### src/rtl/bin_to_bcd_pkg.sv
// Shared types and constants for the sequential binary-to-BCD converter.
package bin_to_bcd_pkg;

    typedef enum logic {
        IDLE  = 1'b0,
        SHIFT = 1'b1
    } state_t;

    localparam int BIN_W      = 8;
    localparam int BCD_DIGITS = 3;

    localparam logic [3:0] ADJ_THRESH = 4'd5;
    localparam logic [3:0] ADJ_ADD    = 4'd3;

endpackage

### src/rtl/bcd_digit_adj.sv
// Double-dabble digit correction: a nibble of 5 or more gets 3 added before
// the next shift so that the shift carries correctly into the next decimal digit.
module bcd_digit_adj
    import bin_to_bcd_pkg::*;
(
    input  logic [3:0] digit,
    output logic [3:0] adjusted
);

    assign adjusted = (digit >= ADJ_THRESH) ? (digit + ADJ_ADD) : digit;

endmodule

### src/rtl/bin_to_bcd_seq.sv
// Multi-cycle 8-bit binary to 3-digit BCD converter, one shift per clock.
// Defining BIN_TO_BCD_AUTO_EN makes it restart on every idle cycle, ignoring start.
module bin_to_bcd_seq
    import bin_to_bcd_pkg::*;
(
    input  logic             CLK,
    input  logic             RST_BTN,
    input  logic [BIN_W-1:0] binary,
    input  logic             start,
    output logic             busy,
    output logic             done,
    output logic [3:0]       Hundreds,
    output logic [3:0]       Tens,
    output logic [3:0]       Ones
);

    state_t                    state;
    logic [BIN_W-1:0]          shift_reg;
    logic [BCD_DIGITS*4-1:0]   scratch;
    logic [BCD_DIGITS*4-1:0]   scratch_adj;
    logic [BCD_DIGITS*4-1:0]   scratch_next;
    logic [2:0]                count;
    logic                      go;

`ifdef BIN_TO_BCD_AUTO_EN
    logic unused_start;
    assign unused_start = start;
    assign go           = 1'b1;
`else
    assign go           = start;
`endif

    for (genvar d = 0; d < BCD_DIGITS; d++) begin : g_adj
        bcd_digit_adj u_adj (
            .digit    (scratch[d*4 +: 4]),
            .adjusted (scratch_adj[d*4 +: 4])
        );
    end

    // Left shift of {scratch, shift_reg}: the binary MSB enters the ones digit.
    assign scratch_next = {scratch_adj[BCD_DIGITS*4-2:0], shift_reg[BIN_W-1]};

    always_ff @(posedge CLK or negedge RST_BTN) begin
        if (!RST_BTN) begin
            state     <= IDLE;
            shift_reg <= '0;
            scratch   <= '0;
            count     <= '0;
            busy      <= 1'b0;
            done      <= 1'b0;
            Hundreds  <= '0;
            Tens      <= '0;
            Ones      <= '0;
        end else begin
            case (state)
                IDLE: begin
                    done <= 1'b0;
                    if (go) begin
                        shift_reg <= binary;
                        scratch   <= '0;
                        count     <= '0;
                        busy      <= 1'b1;
                        state     <= SHIFT;
                    end
                end
                SHIFT: begin
                    scratch   <= scratch_next;
                    shift_reg <= {shift_reg[BIN_W-2:0], 1'b0};
                    count     <= count + 3'd1;
                    // All three digits update together on the final shift.
                    if (count == 3'(BIN_W - 1)) begin
                        Hundreds <= scratch_next[11:8];
                        Tens     <= scratch_next[7:4];
                        Ones     <= scratch_next[3:0];
                        done     <= 1'b1;
                        busy     <= 1'b0;
                        state    <= IDLE;
                    end
                end
                default: state <= IDLE;
            endcase
        end
    end

endmodule

### config.mk
export PLATFORM = sky130hd
export DESIGN_NAME = bin_to_bcd_seq
export DESIGN_NICKNAME = d
export VERILOG_FILES = /design/src/rtl/bin_to_bcd_pkg.sv /design/src/rtl/bcd_digit_adj.sv /design/src/rtl/bin_to_bcd_seq.sv
export SDC_FILE = /design/constraint.sdc
export NUM_CORES = 1
export LEC_CHECK = 0
export BUFFER_PORTS_ARGS = -buffer_cell sky130_fd_sc_hd__buf_2
export CORE_MARGIN = 1.5
export CORE_UTILIZATION = 28
export CTS_BUF_LIST = sky130_fd_sc_hd__clkbuf_16
export CTS_CLUSTER_SIZE = 40
export DETAILED_ROUTE_END_ITERATION = 7
export RECOVER_POWER = 50
export SKIP_LAST_GASP = 1
export SLEW_MARGIN = 25
export SYNTH_ARGS = -nofsm -noshare
export SYNTH_HDL_FRONTEND = slang
export SYNTH_SLANG_ARGS = --single-unit
### constraint.sdc
create_clock -name CLK -period 2.6 [get_ports CLK]
set_input_delay 0.78 -clock CLK [delete_from_list [all_inputs] [get_ports CLK]]
set_output_delay 0.78 -clock CLK [all_outputs]
set_load 0.1 [all_outputs]
==> results.cfg <==
[outcome]
status = completed

[sta]
min_period_ps = 2080
relSlewSlack_pct = 29.0
layout_setup_ws_ps = 520
finalCritPeriodShare_pct = 80.0
worstMarginPinSlew_ps = 1070
setup_violations = 0
fmax_ghz = 0.481
report.final.slew_viol_count = 0
finClkSkew_ps = 4.87
hold_violations = 0
final.setup.tns_ps = 0
rsz0062_at_grt = no

[worst_setup_path]
timing.rr.start = state
crit_path_start_kind = primary input
r2r-end = Tens[1]
crit_type = in2reg
startpoint = start
rr_worst_depth = 4
critical_path.endpoint_type = flop
critical_path.endpoint = scratch[9]
crit_fanout = 18
r2r_slack_ps = 720
crit_arrival_ps = 2240
crit_required_ps = 2760

[drt]
drtPass1Iterations = 4
vias_per_cell = 4.77
num_vias = 1525
finalWirelength_um = 4080
wl_per_cell_um = 12.8
ant_nets = 0
drc = 0
first_iter_violations = 94

[cts]
root_buffer = clkbuf_16
cts_hold_buf = 0
cts_repair_resize_count = 0
cts_setup_buffers = 0
clkLatencyLatePin_ps = 280
cts_tree = yes
clkTransAtPathRegs_ps = 60
cts.path.max_buffers = 2
htree_levels = 2
clkSinkCount = 38
cts_buffers = 5

[logic_synthesis]
syn_inst = 206
syn_area_per_cell_um2 = 9.55
ys_types = 35
synth-seq-area-share_pct = 48.3
ys_warn_count = 0
synth_seq_cells = 38
netlist_area_um2 = 1970
syn_nets = 225

[finish]
fillers = 702
area_growth_pct = 15.8
drive_above_1_share_pct = 13.4
antennaDiodeCount = 0
final_cells = 320
final_util_pct = 33.5
largest_reg_flops = 12
finalNetCount = 242

[global_routing]
grt.total_usage_pct = 11.8
grt_pass1_vias = 1445
grt_max_degree = 39
grt.overflow.total = 0
antenna_found_initial = 0
grt_first_pass_wirelength_um = 6870

[floorplanning]
core.rowCount = 30
initial_core_util_pct = 29.0
coreArea_um2 = 6790
die_h_um = 86.8
die_w_um = 86.8
die-area_um2 = 7540
io_pins = 25

[placement]
gp_congestion = 0.789
dp.cells = 312
dp_slack_ps = 702
hpwlAfterDp_um = 2790
portBuffers = 24

[run]
cap_violations = 0

[worst_hold_path]
hold_class = reg2reg
[routing by layer]
layer  routed length [um]  vias up  GRT usage (%)
met2                 1780       41           17.5
met1                 2050      704           16.2
met5                    0        -              0
li1                     -      773              -
met3                  188        7           2.95
met4                   63        0           4.84
[synth_stat cells (all sizes together)]
master  instances  area, um^2
dfrtp          38         951
nand2          30         115
o21ai          15        75.1
nand3          13        65.1
inv            10        37.5
buf             9        50.0
mux2i           9        90.1
nor2            9        33.8
ha              8         100
o31ai           7        52.6
clkbuf          6        22.5
a21oi           5        25.0
a2111o          4        45.0
nand2b          4        25.0
nand4           4        25.0
nor2b           4        25.0
o22ai           4        25.0
a211oi          3        22.5
a31oi           3        18.8
nor3b           3        22.5
a211o           2        17.5
a21boi          2        15.0
a22o            2        17.5
a311o           2        20.0
nor3            2        10.0
nor4            2        12.5
or4             2        15.0
a32oi           1        8.76
and2            1        6.26
o311ai          1        8.76
o32a            1        10.0
[per-stage QoR]
stage / hold WS, ps / area [um^2]
3_5_place_dp: 465 / 2140
3_3_place_gp: 465 / 2140
4_1_cts: 478 / 2280
5_1_grt: 501 / 2280
6_report: 473 / 2280
2_1_floorplan: 452 / 1970
[how the worst min path moves through the flow]
stage | startpoint | end | slack, ps | cells past startpoint
after floorplan | shift_reg[0] | shift_reg[1] | 450 | 2
after global placement | shift_reg[4] | shift_reg[5] | 460 | 2
after detailed placement | Hundreds[0] | Hundreds[0] | 470 | 2
after CTS | Hundreds[0] | Hundreds[0] | 480 | 2
after global routing | Hundreds[3] | Hundreds[3] | 500 | 2
final | Hundreds[0] | Hundreds[0] | 470 | 2
[cell families after synthesis]
group,share of synthesized area [%]
muxes,4.58
DFF,48.3
and+or+nand+nor,18.1
buffers and inverters,5.59
AOI/OAI and AO/OA,18.4
adders and majority gates,5.09
[placed cells by master, fill, tap and decap left out, types with 4 or more instances in the layout]
cell type,instances
nand2b_1,4
o31ai_1,7
nand3_1,13
ha_1,8
nand4_1,4
nand2_1,29
clkbuf_16,5
inv_1,10
nor2b_1,4
o21ai_0,13
a2111o_1,4
a21oi_1,5
o22ai_1,4
mux2i_1,9
dfrtp_1,38
nor2_1,9
buf_2,22
[layout make-up]
class | instances | area [um^2] | share of cell area, %
clock buffers | 5 | 125 | 5.49
clock inverters | 3 | 11.3 | 0.494
inverters | 10 | 37.5 | 1.65
multi-input cells | 143 | 907 | 39.8
flip-flops and latches | 38 | 951 | 41.7
well taps | 96 | 120 | 5.27
repair buffers | 25 | 126 | 5.55
[critical path: stages]
cell      delay [ps]
clkbuf_1         770
inv_1            300
a32oi_1          280
nand3_1          100
Power is not shown: default switching activity piles up to over one toggle a cycle in this logic, so the estimate is an artifact.
